**config.mk**
```make
export PLATFORM = sky130hd
export DESIGN_NAME = voice_scheduler
export DESIGN_NICKNAME = d
export VERILOG_FILES = /design/src/rtl/voice_scheduler.sv
export SDC_FILE = /design/constraint.sdc
export NUM_CORES = 1
export LEC_CHECK = 0
export CORE_MARGIN = 2
export CORE_UTILIZATION = 51
export CTS_CLUSTER_SIZE = 8
export DETAILED_ROUTE_END_ITERATION = 8
export PLACE_DENSITY = 0.72
export SLEW_MARGIN = 20
export SYNTH_ARGS = -nofsm -noshare
export SYNTH_HDL_FRONTEND = slang
export SYNTH_SLANG_ARGS = --single-unit
```
**constraint.sdc**
```tcl
create_clock -name clk_in -period 4.7 [get_ports clk_in]
set_input_delay 0.47 -clock clk_in [delete_from_list [all_inputs] [get_ports clk_in]]
set_output_delay 0.47 -clock clk_in [all_outputs]
set_load 0.1 [all_outputs]
```
**src/rtl/voice_scheduler.sv**
```systemverilog
// Time-multiplexes one waveform lookup unit across NUM_VOICES tone voices and mixes the
// volume-scaled results into one signed sample per request. Holds the per-voice register file.
module voice_scheduler #(
    parameter int unsigned NUM_VOICES = 4,
    parameter int unsigned ADDR_W     = 6
) (
    input  logic              clk_in,
    input  logic              reset_in,
    input  logic              sample_req_in,
    input  logic              reg_we_in,
    input  logic [ADDR_W-1:0] reg_addr_in,
    input  logic [7:0]        reg_data_in,
    output logic              wg_valid_out,
    input  logic              wg_ready_in,
    output logic [7:0]        wg_phase_out,
    output logic [3:0]        wg_voice_out,
    input  logic              wg_result_valid_in,
    input  logic [7:0]        wg_result_in,
    output logic [15:0]       sample_out,
    output logic              sample_valid_out,
    output logic              busy_out,
    output logic              overrun_out
);

    typedef enum logic [2:0] {StIdle, StCheck, StIssue, StWait, StMix, StDone} state_e;

    state_e state_q, state_d;

    logic [15:0] freq_q  [NUM_VOICES];
    logic [15:0] freq_d  [NUM_VOICES];
    logic [15:0] phase_q [NUM_VOICES];
    logic [15:0] phase_d [NUM_VOICES];
    logic [3:0]  vol_q   [NUM_VOICES];
    logic [3:0]  vol_d   [NUM_VOICES];
    logic [NUM_VOICES-1:0] en_q, en_d;

    logic [3:0]         voice_q, voice_d;
    logic [15:0]        phase_next_q, phase_next_d;
    logic [3:0]         cur_vol_q, cur_vol_d;
    logic [7:0]         wave_q, wave_d;
    logic signed [15:0] acc_q, acc_d;
    logic [15:0]        sample_q, sample_d;
    logic               sample_valid_q, sample_valid_d;
    logic               busy_q, busy_d;
    logic               overrun_q, overrun_d;
    logic               pending_q, pending_d;

    logic [15:0]        sel_freq, sel_phase;
    logic [3:0]         sel_vol;
    logic               sel_en;
    logic               consume;
    logic [3:0]         wr_voice;
    logic [1:0]         wr_field;
    logic signed [12:0] wave_ext, vol_ext, prod;

    assign wr_voice = reg_addr_in[5:2];
    assign wr_field = reg_addr_in[1:0];
    assign consume  = (state_q == StIdle) && pending_q;

    // Volume is unsigned 0..15, so it is zero-extended before the signed multiply.
    assign wave_ext = {{5{wave_q[7]}}, wave_q};
    assign vol_ext  = {9'd0, cur_vol_q};
    assign prod     = wave_ext * vol_ext;

    always_comb begin
        sel_freq  = '0;
        sel_phase = '0;
        sel_vol   = '0;
        sel_en    = 1'b0;
        for (int i = 0; i < int'(NUM_VOICES); i++) begin
            if (voice_q == 4'(i)) begin
                sel_freq  = freq_q[i];
                sel_phase = phase_q[i];
                sel_vol   = vol_q[i];
                sel_en    = en_q[i];
            end
        end
    end

    always_comb begin
        state_d        = state_q;
        freq_d         = freq_q;
        phase_d        = phase_q;
        vol_d          = vol_q;
        en_d           = en_q;
        voice_d        = voice_q;
        phase_next_d   = phase_next_q;
        cur_vol_d      = cur_vol_q;
        wave_d         = wave_q;
        acc_d          = acc_q;
        sample_d       = sample_q;
        sample_valid_d = 1'b0;
        busy_d         = busy_q;
        overrun_d      = overrun_q;
        pending_d      = pending_q;

        for (int i = 0; i < int'(NUM_VOICES); i++) begin
            if (reg_we_in && (wr_voice == 4'(i))) begin
                unique case (wr_field)
                    2'd0:    freq_d[i][7:0]  = reg_data_in;
                    2'd1:    freq_d[i][15:8] = reg_data_in;
                    2'd2: begin
                        vol_d[i] = reg_data_in[3:0];
                        en_d[i]  = reg_data_in[7];
                    end
                    default: ;
                endcase
            end
        end

        // A request landing on the consume cycle simply re-arms the latch.
        if (consume) begin
            pending_d = 1'b0;
        end
        if (sample_req_in) begin
            if (pending_q && !consume) begin
                overrun_d = 1'b1;
            end
            pending_d = 1'b1;
        end

        case (state_q)
            StIdle: begin
                if (pending_q) begin
                    voice_d = '0;
                    acc_d   = '0;
                    busy_d  = 1'b1;
                    state_d = StCheck;
                end
            end
            StCheck: begin
                if (!sel_en) begin
                    wave_d    = '0;
                    cur_vol_d = '0;
                    state_d   = StMix;
                end else begin
                    phase_next_d = sel_phase + sel_freq;
                    cur_vol_d    = sel_vol;
                    state_d      = StIssue;
                end
            end
            StIssue: begin
                if (wg_ready_in) begin
                    for (int i = 0; i < int'(NUM_VOICES); i++) begin
                        if (voice_q == 4'(i)) begin
                            phase_d[i] = phase_next_q;
                        end
                    end
                    state_d = StWait;
                end
            end
            StWait: begin
                if (wg_result_valid_in) begin
                    wave_d  = wg_result_in;
                    state_d = StMix;
                end
            end
            StMix: begin
                acc_d = acc_q + {{3{prod[12]}}, prod};
                if (voice_q == 4'(NUM_VOICES - 1)) begin
                    state_d = StDone;
                end else begin
                    voice_d = voice_q + 4'd1;
                    state_d = StCheck;
                end
            end
            StDone: begin
                sample_d       = acc_q;
                sample_valid_d = 1'b1;
                busy_d         = 1'b0;
                state_d        = StIdle;
            end
            default: state_d = StIdle;
        endcase
    end

    always_ff @(posedge clk_in) begin
        if (reset_in) begin
            state_q <= StIdle;
            for (int i = 0; i < int'(NUM_VOICES); i++) begin
                freq_q[i]  <= '0;
                phase_q[i] <= '0;
                vol_q[i]   <= '0;
            end
            en_q           <= '0;
            voice_q        <= '0;
            phase_next_q   <= '0;
            cur_vol_q      <= '0;
            wave_q         <= '0;
            acc_q          <= '0;
            sample_q       <= '0;
            sample_valid_q <= 1'b0;
            busy_q         <= 1'b0;
            overrun_q      <= 1'b0;
            pending_q      <= 1'b0;
        end else begin
            state_q        <= state_d;
            freq_q         <= freq_d;
            phase_q        <= phase_d;
            vol_q          <= vol_d;
            en_q           <= en_d;
            voice_q        <= voice_d;
            phase_next_q   <= phase_next_d;
            cur_vol_q      <= cur_vol_d;
            wave_q         <= wave_d;
            acc_q          <= acc_d;
            sample_q       <= sample_d;
            sample_valid_q <= sample_valid_d;
            busy_q         <= busy_d;
            overrun_q      <= overrun_d;
            pending_q      <= pending_d;
        end
    end

    assign wg_valid_out     = (state_q == StIssue);
    assign wg_phase_out     = phase_next_q[15:8];
    assign wg_voice_out     = voice_q;
    assign sample_out       = sample_q;
    assign sample_valid_out = sample_valid_q;
    assign busy_out         = busy_q;
    assign overrun_out      = overrun_q;

endmodule

```
=== Word level (Yosys, flattened, before mapping) ===
Cells that the tools add are included.

* Add/subtract/negate cells: 3
* Multiply operators: 1
* Div/mod/pow operators: 0
* Order comparisons: 0
* Eq/ne operators: 18
* Shift-type cells: 0
* Mux-type cells: 36
* Bitwise gates (word level): 0
* Reduce and logical (&&, ||, !) cells: 38

{| class="wikitable"
|+ Operators with widths
! kind !! count
|-
| 16-bit two-way mux || 9
|-
| 16-bit adder || 2
|-
| 16-bit one-hot mux with 2 select lines || 1
|-
| 2-bit AND reduction || 16
|-
| 4-bit two-way mux || 7
|-
| 3-bit AND reduction || 7
|-
| 4-bit by 2-bit equality test with 1-bit output (second input constant) || 4
|-
| 8-bit two-way mux || 2
|-
| 8-bit one-hot mux with 2 select lines || 1
|-
| 3-bit two-way mux || 5
|-
| 3-bit one-hot mux with 5 select lines || 1
|-
| 8-bit by 5-bit multiplier with 13-bit output || 1
|-
| 4-bit by 1-bit equality test with 1-bit output (second input constant) || 2
|-
| 4-bit zero test || 2
|-
| 1-bit two-way mux || 8
|-
| 2-bit inequality test (second input constant) || 4
|-
| 4-bit one-hot mux with 2 select lines || 1
|-
| 2-bit nonzero test || 4
|-
| 3-bit by 2-bit equality test with 1-bit output (second input constant) || 2
|-
| 3-bit equality test (second input constant) || 2
|-
| 1-bit logical AND || 6
|-
| 4-bit by 1-bit adder with 4-bit output (second input constant) || 1
|-
| 3-bit by 1-bit equality test with 1-bit output (second input constant) || 1
|-
| 3-bit zero test || 1
|-
| other kinds (6) || 6
|}

* Flip-flop bits (word level): 219
* Latch bits: 0
* RAM bits: 0
* Bits in read-only memories: 0
* Input bits: 28
* Output and inout bits: 32
* Logic and storage cells: 127
* Memories: 0

=== Longest topological paths before layout ===
Gate-level depths: netlist of run 1.

* Word-level depth: 7
* Gate-level depth with buffers: 25
* Mapped depth without buffers: 25

=== Worst setup path after synthesis of run 1 ===
No wires, ideal clock.

* Kind: register to register
* From: register cur_vol_q[2]
* To: register acc_q[12]
* Library setup time: 0.117 ns
* Data arrival time: 4.667 ns
* Required time: 4.583 ns
* Slack: -0.083 ns
* Cell stages (with the launch flop): 21
* Buffers on the path: 0
* Clock period less this slack: 4.783 ns
* Cell sequence: dfxtp_1 and2_1 ha_1 fa_1 inv_1 fa_1 inv_1 ha_1 a21oi_1 nor2_1 a311o_1 xor2_1 ha_1 and3_1 a221o_1 a21oi_1 o21ai_0 a31oi_1 nor2b_1 xnor2_1 a22o_1

* Cells in the longest elaborated chain, start to end: 3

{| class="wikitable"
|+ RTL lines
! item !! line !! RTL
|-
| start, declared || 39 || <nowiki>logic [3:0] cur_vol_q, cur_vol_d;</nowiki>
|-
| start signal, assigned || 204 || <nowiki>cur_vol_q <= cur_vol_d;</nowiki>
|-
| 8-bit by 5-bit multiplier with 13-bit output || 63 || <nowiki>assign prod = wave_ext * vol_ext;</nowiki>
|-
| 16-bit adder || 159 || <nowiki>acc_d = acc_q + {{3{prod[12]}}, prod};</nowiki>
|-
| 16-bit one-hot mux with 2 select lines || 122 || <nowiki>case (state_q)</nowiki>
|-
| end signal, assigned || 190 || <nowiki>acc_q <= '0;</nowiki>
|-
| end signal, assigned || 206 || <nowiki>acc_q <= acc_d;</nowiki>
|-
| end, declared || 41 || <nowiki>logic signed [15:0] acc_q, acc_d;</nowiki>
|}

Every way passes these cells.
A chain may end at the register's enable or synchronous reset.

=== Worst setup path after layout of run 1 ===
* From: register cur_vol_q[2]
* To: register acc_q[15]

Same word-level chain as after synthesis.

==> results of run 1 <==
per-layer routing:
layer,GRT usage [%],share of wire (%),up-vias,routed length [um]
met5,0,0,-,0
met4,7.98,2.8,0,806
met3,3.32,3.9,57,1120
met2,41.1,49,217,14000
met1,30.3,44,4615,12500
li1,-,-,4772,-
logic make-up (layout without fill, tap and decap cells):
family | after synthesis | count (layout)
compound gates | 308 | 308
xor+xnor | 42 | 42
fa+ha+maj | 77 | 77
buf+inv | 145 | 202
flops | 219 | 219
mux | 84 | 84
simple gates | 507 | 507
sequential cells by signal, summed over array words and instances (netlist names):
| signal | cells |
|---|---|
| phase_next_q | 16 |
| wg_voice_out | 4 |
| wave_q | 8 |
| pending_q | 1 |
| state_q | 3 |
| acc_q | 16 |
| sample_out | 16 |
| vol_q | 16 |
| en_q | 4 |
| freq_q | 64 |
| phase_q | 64 |
| sample_valid_out | 1 |
| overrun_out | 1 |
| cur_vol_q | 4 |
| busy_out | 1 |
power groups by stage:
| stage | logic, uW | clock network [uW] | registers (uW) |
|---|---|---|---|
| final | 128 | 1930 | 1870 |
| after global routing | 138 | 2030 | 1870 |
| after CTS | 127 | 1950 | 1870 |
| after detailed placement | 126 | 0 | 1910 |
| after global placement | 125 | 0 | 1910 |
| after floorplan | 70.0 | 0 | 1910 |
per-stage QoR:
| step | util, % | setup slack [ps] |
|---|---|---|
| finish | 61.2 | 89.8 |
| global placement | 56.3 | -107 |
| CTS | 60.5 | 8.42 |
| detailed placement | 56.3 | -222 |
| global route | 61.2 | -85.0 |
| floorplan | - | 1.62 |
cell usage in the layout (no fill, tap or decap), types with 7 or more instances in the layout:
master / count
nor3_1: 14
nand2_1: 254
nand4_1: 12
a21o_1: 12
nor2b_1: 9
ha_4: 9
a22o_1: 7
o21bai_1: 9
a21oi_1: 136
and2_4: 10
mux2i_1: 84
clkdlybuf4s50_1: 58
xor2_1: 17
clkbuf_16: 31
nor2_1: 153
inv_1: 47
and2_1: 25
a221o_1: 31
xnor2_1: 25
dfxtp_1: 216
buf_4: 53
a221oi_1: 7
ha_1: 49
fa_1: 18
o21ai_0: 67
a22oi_1: 7
timing repair:
item                                    4_1_cts  5_1_grt
resized for setup                            18       32
endpoints found under the setup margin        4        4
pin swaps                                    26       40
buffers inserted                              2        4
cloned                                        0        0
worst paths after layout:
path              slack (ps)           to          from
setup / recovery          90    acc_q[15]  cur_vol_q[2]
hold / removal           430  phase_q[39]      reset_in
setup reg to reg          90    acc_q[15]  cur_vol_q[2]
hold reg to reg          450  phase_q[21]   phase_q[21]
critical path, cell delays in order, from the launching register on:
cell and delay (ps):
dfxtp_4 370, and2_4 170, ha_4 200, ha_1 260, inv_1 50, fa_1 510
inv_2 50, ha_1 280, a21o_1 170, a21oi_2 160, o21bai_1 110, a21oi_2 160
o21bai_1 110, a21oi_2 180, xnor2_1 100, ha_1 330, nand3_2 90, or3b_4 400
a31oi_4 200, o21ai_2 90, a21oi_2 150, xnor2_1 150, a21oi_1 90, o22ai_1 160
area by class of cell:
class | count | area [um^2]
inverters | 53 | 199
clock inverters | 2 | 25.0
flip-flops and latches | 219 | 4390
fillers | 1906 | 8460
clock buffers | 33 | 783
well taps | 280 | 350
repair buffers | 114 | 1020
multi-input cells | 1018 | 6590
==> metrics.md, run 1 <==
| Metric | Value |
|---|---|
| Hold path depth | 2 |
| Clock Path Buffers | 3 |
| Final worst-path cycle share | between 90% and 100% |
| Synth top area share | approximately 39% |
| R2R depth | 23 |
| WP data arrival | 5080 ps |
| Main area contributors after synthesis | dfxtp_1 (39%), nand2_1 (8.4%), mux2i_1 (7.4%), ha_1 (6.4%), a21oi_1 (6.3%) |
| Clk pin slew, worst setup/hold paths | about 50 ps |
| Post-route insts no fill | approximately 1,700 |
| Final Hold Viols | 0 |
| Cell type with the highest aggregate area in the netlist | dfxtp_1 |
| WL final | roughly 28,000 um |
| Num CTS Buffers | 31 |
| Vias/cell | approximately 5.6 |
| Peak VDD IR | 277 uV |
| CTS Hold Bufs | 0 |
| Antenna Cells | 0 |
| Least-Margin Pin Slew | around 1000 ps |
| WS Path Type | flip-flop to flip-flop |
| Multiplexer share of the synthesized area | under 10% |
| GPL Wtd Cong | approximately 0.86 |
| Count leader, synth | nand2_1 |
| Int Power | 3060 uW |
| Status | finished clean |
| PwrDens | roughly 290 nW/um^2 |
| Initial antenna violation count | 0 |
| CTS tree | yes |
| DRC errors left | 0 |
| DIE AREA | around 23,000 um^2 |
| WL per Instance | 16.5 um |
| Synth Area in Adders | under 10% |
| # IOs | 60 |
| Share of layout cells above drive strength 1 | 10.1% |
| Clock root cell | clkbuf_16 |
| Critical Path Start Type | flip-flop |
| Period minus WS final | around 4600 ps |
| Normalized max-slew margin | a little under a third |
| Top post-synthesis cells by count | nand2_1 (254), dfxtp_1 (219), nor2_1 (154) |
| Seq cells post-synth | 219 |
| Largest net degree at the start of global routing | 96 |
| Vias in the first global route | between 9,000 and 10,000 |
| Final setup fails | 0 |
| Setup tns final | 0 ps |
| Mapped Area | 11,300 um^2 |
| Largest family of logic cells by synthesized area | simple AND/OR/NAND/NOR gates |
| Leakage | roughly 0.0054 uW |
| Sequential power share | between 40% and 50% |
| Post-synthesis xor/xnor area fraction | around 3.3% |
| Post-synthesis compound-gate area fraction | between 10% and 20% |
| Post-synth EDFFs | 0 |
| Total power | 3930 uW |
| Ys flop type | dfxtp_1 |
| Comb power frac | about 3.2% |
| Syn nets | about 1,500 |
| Worst hold slack | ~430 ps |
| Skew final | between 10 and 15 ps |
| Max Fclk | between 200 and 250 MHz |
| Psw | between 800 and 900 uW |
| Clk Latency, worst-skew pair | approximately 560 ps |
| Clock share of power | 49.2% |
| First-pass GRT wire length | around 46,000 um |
| Final Slew Violations | 0 |
| Layout Nets | roughly 1,500 |
| Syn_area_per_cell | between 8 and 9 um^2 |
| Critical Path RT | 5170 ps |
| Nature of the critical path endpoint | flip-flop |
| Die Wd | roughly 150 um |
| GRT Resource Usage Total | 23.7% |
| Clock Sinks | ~220 |
| Simple-gate share of the synthesized area | 18.9% |
| # Max-Cap Violations | 0 |
| H-tree levels | 1 |
| Yosys warns | 0 |
| Post-synthesis async set-or-reset flop share | 0% |
| Worst Path Max Fanout | 7 |
| Remaining Overflow, GRT | 0 |
| Sw Share | approximately 22% |
| Unique masters post-synth | 51 |
| Core region area | between 20,000 and 25,000 um^2 |
| Vias | a little under 10,000 |
| Chip height | around 150 um |
| Design area | roughly 13,000 um^2 |
| Post-DRT Antenna Nets | 0 |
| Detailed Routing Iterations Pass 1 | 5 |
| Placed Cells | between 1,500 and 2,000 |
| Rows | between 50 and 60 |
| Cell count after synthesis | about 1,400 |
| DP HPWL | between 15,000 and 20,000 um |
| Synthesis-to-layout area growth | 18.1% |
| HP Class | primary input to flip-flop |
| PortBufs | 59 |
| Initial core utilization | about half |
| DRT iter0 DRCs | roughly 560 |
| Placed Area | 12,300 um^2 |
| Seq/Total Area, Yosys | 38.7% |
Power figures use the tool's default switching activity.
==> run 2: changes to the inputs <==
Settings changed: HOLD_SLACK_MARGIN set to 0.12.
==> results of run 2 <==
The final DEF is identical to that of run 1; final timing and power are the same.
==> run 3: changes to the inputs <==
Settings changed: CORE_UTILIZATION 51 to 55, PLACE_DENSITY 0.72 to 0.77.
==> metrics.md, run 3 (synthesis results as in run 1) <==
| Metric | Value |
|---|---|
| Detailed Routing Iterations Pass 1 | 5 (unchanged) |
| DRT iter0 DRCs | 616 (+10%) |
| Critical Path Start Type | flip-flop |
| WS Path Type | flip-flop to flip-flop |
| Leakage | 0.00538 uW (-0.16%) |
| Clk Latency, worst-skew pair | 540 ps (-20 ps) |
| Fillers | 1,702 (-11%) |
| Crit-path slowest cell | fa_1 |
| Clk pin slew, worst setup/hold paths | 50 ps (about the same) |
| DRC errors left | 0 (unchanged) |
| Layout Nets | 1,542 (unchanged) |
| WP data arrival | 5080 ps (about the same) |
| Remaining Overflow, GRT | 0 (unchanged) |
| # IOs | 60 (unchanged) |
| Pre-CTS setup slack | -268 ps (-46.7 ps) |
| Largest net degree at the start of global routing | 129 (+34%) |
| Worst Path Max Fanout | 7 (unchanged) |
| PwrDens | 295 nW/um^2 (+0.29%) |
| First-pass GRT wire length | 46,800 um (+0.94%) |
| Max Fclk | 215 MHz (-0.82%) |
| Peak VDD IR | 285 uV (+3.0%) |
| Sequential power share | 47.5% (about the same) |
| DP HPWL | 19,200 um (+1.5%) |
| Rows | 52 (-3.7%) |
| FF+latch area | 4390 um^2 (about the same) |
| Period minus WS final | 4650 ps (+37.9 ps) |
| Final Slew Violations | 0 (unchanged) |
| Unrepaired setup endpoints after global routing | true |
| Placed Cells | 1,670 (-0.54%) |
| Clock Path Buffers | 3 (unchanged) |
| Antenna Cells | 0 (unchanged) |
| Post-DRT Antenna Nets | 0 (unchanged) |
| DIE AREA | 21,700 um^2 (-7.1%) |
| Commonest non-fill, non-tap cell in the layout | nand2_1 |
| Skew final | 9.80 ps (-3.58 ps) |
| PnR worst setup slack | 51.9 ps (-37.9 ps) |
| Share of layout cells above drive strength 1 | 10.4% (+0.29 points) |
| Initial antenna violation count | 0 (unchanged) |
| WL final | 29,000 um (+2.3%) |
| Grt peak-use layer | met2 |
| Slowest stage delay, CP | 540 ps (+30 ps) |
| Normalized max-slew margin | 27.8% (-2.6 points) |
| Psw | 834 uW (-3.7%) |
| WL per Instance | 17.0 um (+3.0%) |
| Chip height | 147 um (-3.6%) |
| Synthesis-to-layout area growth | 18.0% (about the same) |
| Placed Area | 12,300 um^2 (-0.12%) |
| Initial core utilization | 55.9% (+4.1 points) |
| GPL Wtd Cong | 0.852 (-0.43%) |
| GR Util met2 | 46.3% (+5.2 points) |
| Commonest cells after routing, fill and taps aside | nand2_1 (254), dfxtp_1 (217), nor2_1 (151) |
| Critical Path RT | 5130 ps (-40 ps) |
| Final worst-path cycle share | 98.9% (+0.81 points) |
| Post-route insts no fill | 1,707 (-0.70%) |
| Vias in the first global route | 9,702 (+2.6%) |
| Clock root cell | clkbuf_16 |
| Met3 Resource Use GR | 3.92% (+0.60 points) |
| Clock Sinks | 219 (unchanged) |
| Design area | 13,400 um^2 (about the same) |
| Multi-input gate area | 6610 um^2 (+0.28%) |
| Num CTS Buffers | 31 (unchanged) |
| PortBufs | 59 (unchanged) |
| HP Class | flip-flop to flip-flop |
| Status | finished clean |
| Vias | 9,891 (+2.4%) |
| Biggest regs | freq_q x64, phase_q x64 |
| Final setup fails | 0 (unchanged) |
| Int Power | 3100 uW (+1.4%) |
| Core region area | 20,200 um^2 (-7.3%) |
| Nature of the critical path endpoint | flip-flop |
| Clock share of power | 49.2% (about the same) |
| CTS tree | yes |
| # Max-Cap Violations | 0 (unchanged) |
| H-tree levels | 1 (unchanged) |
| Least-Margin Pin Slew | 1080 ps (+39.3 ps) |
| Comb power frac | 3.3% (about the same) |
| GRT Resource Usage Total | 26.1% (+2.5 points) |
| Final Hold Viols | 0 (unchanged) |
| Met1 Use GR | 32.3% (+2.0 points) |
| Die Wd | 147 um (-3.6%) |
| Vias/cell | 5.79 (+3.1%) |
| Core Util, Final | 66.0% (+4.8 points) |
| Crit-path cells | and2_4 > ha_4 > inv_2 > fa_1 > fa_1 > inv_2 > ha_4 > a21oi_4 > nor2_2 > a311o_1 > xor2_1 > ha_1 > buf_6 > a221o_1 > a21oi_4 > o21ai_2 > a31oi_1 > a21oi_1 > xor2_1 > a22o_1 |
| Sw Share | 21.2% (-0.87 points) |
| CTS Hold Bufs | 0 (unchanged) |
## run 3: cell types whose count changed in the layout (fill, tap and decap cells not counted), sizes merged
cell,previous run,this run
bufinv,0,1
clkbuf,33,32
inv,54,53
clkinv,1,0
## run 3: layer usage
| metal | wire [um] | share of wire (%) |
|---|---|---|
| met1 | 11900 | 41 |
| met2 | 14400 | 50 |
| met3 | 1770 | 6.1 |
| met4 | 903 | 3.1 |
| met5 | 0 | 0 |
## run 3: area by class of cell
cell class                 instances  area share [%]
multi-input combinational       1018            49.5
sequential                       219            32.9
timing repair buffer             114            7.55
clock buffer                      32            5.83
tap                              270            2.53
inverter                          53            1.49
clock inverter                     1           0.225
## run 3: critical path, delay by kind of cell (launching register included)
kind,cells,cell delay [ps]
adder cells (fa/ha/maj),5,1810
AO/OA/AOI/OAI,8,1630
flip-flops,1,360
XOR/XNOR,2,310
buffers and inverters,3,220
AND/OR/NAND/NOR,2,200
## run 3: power groups by stage
stage | registers, uW | logic [uW] | clock network, uW
2_1_floorplan | 1910 | 70.0 | 0
3_5_place_dp | 1910 | 127 | 0
4_1_cts | 1870 | 128 | 1960
5_1_grt | 1870 | 138 | 2040
3_3_place_gp | 1910 | 126 | 0
6_report | 1870 | 130 | 1940
## run 3: timing repair
item / in CTS / in global routing
gates resized for setup: 20 / 34
pin swaps: 31 / 40
endpoints found under the setup margin: 5 / 7
buffers inserted: 3 / 2
## run 3: worst paths after layout
| check | to | startpoint | depth (start not counted) | slack, ps |
|---|---|---|---|---|
| worst max-delay path | acc_q[14] | cur_vol_q[2] | 20 | 50 |
| worst min-delay path | phase_q[25] | phase_q[25] | 2 | 450 |
| worst max register to register | acc_q[14] | cur_vol_q[2] | 20 | 50 |
| worst min register to register | phase_q[25] | phase_q[25] | 2 | 450 |
## run 3: through the flow
step	power [uW]	TNS [ps]	hold WS, ps
finish	3940	0	451
global route	4050	-279	468
CTS	3960	0	452
detailed placement	2030	-806	443
global placement	2030	-345	438
floorplan	1980	0	432
==> variant 1, RTL diff (settings of run 2) <==
Encoding of `state_e`: now one-hot (6 bits for 6 states).
--- a/src/rtl/voice_scheduler.sv
+++ b/src/rtl/voice_scheduler.sv
@@ -22,7 +22,7 @@
     output logic              overrun_out
 );
 
-    typedef enum logic [2:0] {StIdle, StCheck, StIssue, StWait, StMix, StDone} state_e;
+    typedef enum logic [5:0] {StIdle = 6'b000001, StCheck = 6'b000010, StIssue = 6'b000100, StWait = 6'b001000, StMix = 6'b010000, StDone = 6'b100000} state_e;
 
     state_e state_q, state_d;
 
Check against the original RTL: no difference found for any inputs over 4 cycles, from zero or initial values and one cycle with reset_in high; so few cycles prove little.
==> variant 1 against run 2 <==
Cell area grew 0.64%. Wire length grew 4.0%. Area after synthesis grew 3.0%. Clock power is essentially flat. Worst hold slack gained 0.019 ns. Setup slack gained 0.055 ns. Total power grew 0.68%. Sequential cell count grew 3. Critical path type unchanged. Critical endpoint is now acc_q[12]. Largest power group unchanged. Highest routed layer unchanged.
==> variant 1: results (changes against run 2) <==
metric,value,unit,change
synthTopCellsByArea,"dfxtp_1, mux2i_1, nand2_1",,"was dfxtp_1, nand2_1, mux2i_1"
yosysUniqueCellTypes,60,,was 51
hold_class,reg2reg,,was in2reg
via_per_inst,5.76,,was 5.62
synth_cells,1408,,was 1382
holdWs,0.448,ns,was 0.429 ns
rr_worst_depth,21,,was 23
synthTopCellsByCount,"nand2_1, dfxtp_1, nor2_1",,unchanged
grt_start_max_net_pins,143,,was 96
first_iter_violations,634,,was 559
fillers,1985,,was 1906
leakagePower,5.56,nW,was 5.39 nW
peakVddDrop,0.260,mV,was 0.277 mV
layout-drive-gt1-share,0.0737,,was 0.101
relSlewSlack,0.222,,was 0.305
placed_cells,1702,,was 1679
r2r_slack,0.15,ns,was 0.09 ns
grt_pass1_wl,48200,microns,was 46400 microns
cp-startpoint,cur_vol_q[2],,unchanged
antenna_found_initial,0,,unchanged
r2r_end,acc_q[12],,was acc_q[15]
grt_pass1_vias,9749,,was 9457
vias,10000,,was 9661
grt_usage,0.244,,was 0.237
status,finished clean,,unchanged
hp-start,phase_q[20],,was reset_in
cts_setup_buffers,0,,was 2
syn-num-nets,1513,,was 1487
seq_area_frac_synth,0.381,,was 0.387
variant 1: cell count changes after synthesis, moves of 7 or more:
cell	change
a21oi_1	-25
buf_2	+7
clkbuf_1	-11
mux2i_1	+18
nand2_1	-30
nand3_1	+37
nand4_1	-11
nor2_1	+7
o21ai_0	+13
variant 1: per-stage QoR:
step                      setup TNS [ns]  utilization  setup WS (ns)  instance area, sq um
after detailed placement          -0.236        0.557        -0.0820                 12500
after floorplan                        0            -          0.175                 11700
after global routing             -0.0558        0.598        -0.0558                 13500
after CTS                              0        0.594         0.0201                 13400
final                                  0        0.598          0.145                 13500
after global placement                 0        0.557         0.0305                 12500
variant 1: worst max-delay path: stages, from the launching register on:
cell and delay, ns:
dfxtp_4 0.36, and2_1 0.16, ha_1 0.29, ha_1 0.27, inv_1 0.05, fa_1 0.55, inv_2 0.06, ha_1 0.29
a21o_1 0.21, a21oi_4 0.14, o21bai_1 0.10, a21oi_2 0.14, o21bai_1 0.10, a21oi_2 0.20, xnor2_1 0.09, ha_1 0.38
nand3_2 0.10, a21oi_2 0.16, nor4_2 0.08, or3b_2 0.46, a32oi_1 0.20, nor2_1 0.05
variant 1: area by class of cell:
cell class              instances  share of cell area
inverters                      56              0.0156
repair buffers                 97              0.0652
clock inverters                 1             0.00149
well taps                     285              0.0265
multi-input cells            1042               0.502
clock buffers                  33              0.0582
flip-flops and latches        222               0.331
variant 1: report_power, final:
group	total [mW]	internal [mW]	switching, mW	leakage [nW]
Combinational	0.122	0.0389	0.0833	3.38
Sequential	1.90	1.89	0.00568	1.79
Clock	1.93	1.15	0.779	0.394
Total	3.95	3.09	0.868	5.56
variant 1: what timing repair did:
| action | CTS | global route |
|---|---|---|
| resized for setup | 4 | 20 |
| setup endpoints to repair | 4 | 5 |
| endpoints found under the hold margin | 0 | 0 |
| pin swaps | 0 | 15 |
variant 1: per-layer routing:
| metal | track usage | up-vias | part of all wire |
|---|---|---|---|
| li1 | - | 4917 | - |
| met1 | 0.297 | 4778 | 0.43 |
| met2 | 0.442 | 242 | 0.49 |
| met3 | 0.0279 | 70 | 0.044 |
| met4 | 0.0922 | 0 | 0.032 |
| met5 | 0 | - | 0 |
variant 1: logic make-up after synthesis:
logic type | count (synthesis) | share of synthesized area
flip-flops | 222 | 0.381
AO/OA/AOI/OAI | 299 | 0.160
adder cells (fa/ha/maj) | 77 | 0.0949
buffers and inverters | 144 | 0.0498
AND/OR/NAND/NOR | 529 | 0.201
multiplexers | 102 | 0.0876
XOR/XNOR | 35 | 0.0263
==> variant 2, RTL diff (config.mk and constraints of run 2) <==
Made on the original files. `NUM_VOICES`: 4 -> 2.
--- a/src/rtl/voice_scheduler.sv
+++ b/src/rtl/voice_scheduler.sv
@@ -1,7 +1,7 @@
 // Time-multiplexes one waveform lookup unit across NUM_VOICES tone voices and mixes the
 // volume-scaled results into one signed sample per request. Holds the per-voice register file.
 module voice_scheduler #(
-    parameter int unsigned NUM_VOICES = 4,
+    parameter int unsigned NUM_VOICES = 2,
     parameter int unsigned ADDR_W     = 6
 ) (
     input  logic              clk_in,
Check against the original RTL: not equivalent (Yosys sat finds a counterexample within 10 cycles, from zero or initial values and one cycle with reset_in high).
==> variant 2 against run 2 <==
Sequential cell count shrank 74. Wire length shrank 34%. Total power shrank 31%. Cell area shrank 28%. Area after synthesis shrank 28%. Setup slack gained 0.097 ns. Non-clock buffer count shrank 40. Critical path type unchanged. Critical endpoint unchanged. Highest routed layer unchanged.
==> variant 2: results (changes against run 2) <==
metric,value,unit,change
status,finished clean,,unchanged
cts_root_buf,clkbuf_16,,unchanged
reg_top3,"freq_q x32, phase_q x32",,"was freq_q x64, phase_q x64"
synth_cells,966,,was 1382
clkTransAtPathRegs,0.06,ns,
dpl.hpwl,13100,microns,was 18900 microns
fin_cells,1235,,was 1719
totalWireLength,18600,microns,was 28400 microns
tightest_slew,1.07,ns,was 1.04 ns
antenna_found_initial,0,,unchanged
synth_compound_area_frac,0.160,,was 0.168
clockBufferDepth,2,,was 3
yosysUniqueCellTypes,54,,was 51
grtUsageMet3,0.0476,,was 0.0332
dr_wl_met2,9770,microns,was 14000 microns
dr_wl_met3,552,microns,was 1120 microns
async_flop_share,0,,unchanged
synth_fa_ha_area_frac,0.133,,was 0.0977
cp.arrival,4.86,ns,was 5.08 ns
vias,6710,,was 9661
peakVddDrop,0.282,mV,was 0.277 mV
cts_max_level,4,,was 1
grt_usage,0.225,,was 0.237
ys_warn_count,0,,unchanged
leakagePower,4.16,nW,was 5.39 nW
cpMaxStageDelayCell,fa_1,,unchanged
top_layer,met4,,unchanged
switching_share,0.239,,was 0.221
synthTopCellsByCount,"dfxtp_1, nand2_1, nor2_1",,"was nand2_1, dfxtp_1, nor2_1"
gp_congestion,0.813,,was 0.855
p_clk,1.38,mW,was 1.93 mW
muxShareOfSynthArea,0.0721,,was 0.0743
pre_cts_slack,-0.0414,ns,was -0.222 ns
synth_xor_area_frac,0.0374,,was 0.0325
grt_pass1_wl,30100,microns,was 46400 microns
finClkSkew,0.00706,ns,was 0.0134 ns
dr.pass1.iters,5,,unchanged
hold_class,reg2reg,,was in2reg
syn-num-nets,1070,,was 1487
crit_family,adder cells,,unchanged
clkLatencyLatePin,0.43,ns,was 0.56 ns
layout-drive-gt1-share,0.0795,,was 0.101
placed_cells,1199,,was 1679
grt.met1_usage,0.254,,was 0.303
slowest_delay,0.53,ns,was 0.51 ns
cts-buffers-inserted,17,,was 31
n_antenna_cell,0,,unchanged
met1_length,7980,microns,was 12500 microns
port_buffers,59,,unchanged
grt_util_met2,0.419,,was 0.411
p_int,2.06,mW,was 3.06 mW
grt_pass1_vias,6368,,was 9457
first_iter_violations,329,,was 559
crit_fanout,9,,was 7
sequentialPower,1.24,mW,was 1.87 mW
seq_area_frac_synth,0.354,,was 0.387
synthTopCellsByArea,"dfxtp_1, ha_1, mux2i_1",,"was dfxtp_1, nand2_1, mux2i_1"
grt_start_max_net_pins,78,,was 96
-- variant 2: cell type report --
cell class | count | area, sq um
fill | 1427 | 6120
multi-input combinational | 718 | 4980
sequential | 145 | 2910
timing repair buffer | 74 | 701
clock buffer | 17 | 425
tap | 216 | 270
inverter | 50 | 188
clock inverter | 15 | 174
-- variant 2: final timing paths --
check | start | endpoint | slack (ns) | depth (start not counted)
hold reg to reg | sample_out[10] | sample_out[10] | 0.45 | 2
hold / removal | sample_out[10] | sample_out[10] | 0.45 | 2
setup reg to reg | cur_vol_q[2] | acc_q[15] | 0.19 | 21
setup / recovery | cur_vol_q[2] | acc_q[15] | 0.19 | 21
-- variant 2: what timing repair did --
action | in CTS | in global routing
setup buffers | 0 | 4
endpoints found under the setup margin | 1 | 5
pin swaps | 1 | 13
gates resized for setup | 6 | 20
gates cloned | 0 | 0
-- variant 2: stage by stage --
stage	area, sq um	TNS, ns
final	9650	0
after global routing	9650	-0.00846
after CTS	9520	0
after detailed placement	8900	-0.0414
after global placement	8900	0
after floorplan	8200	0
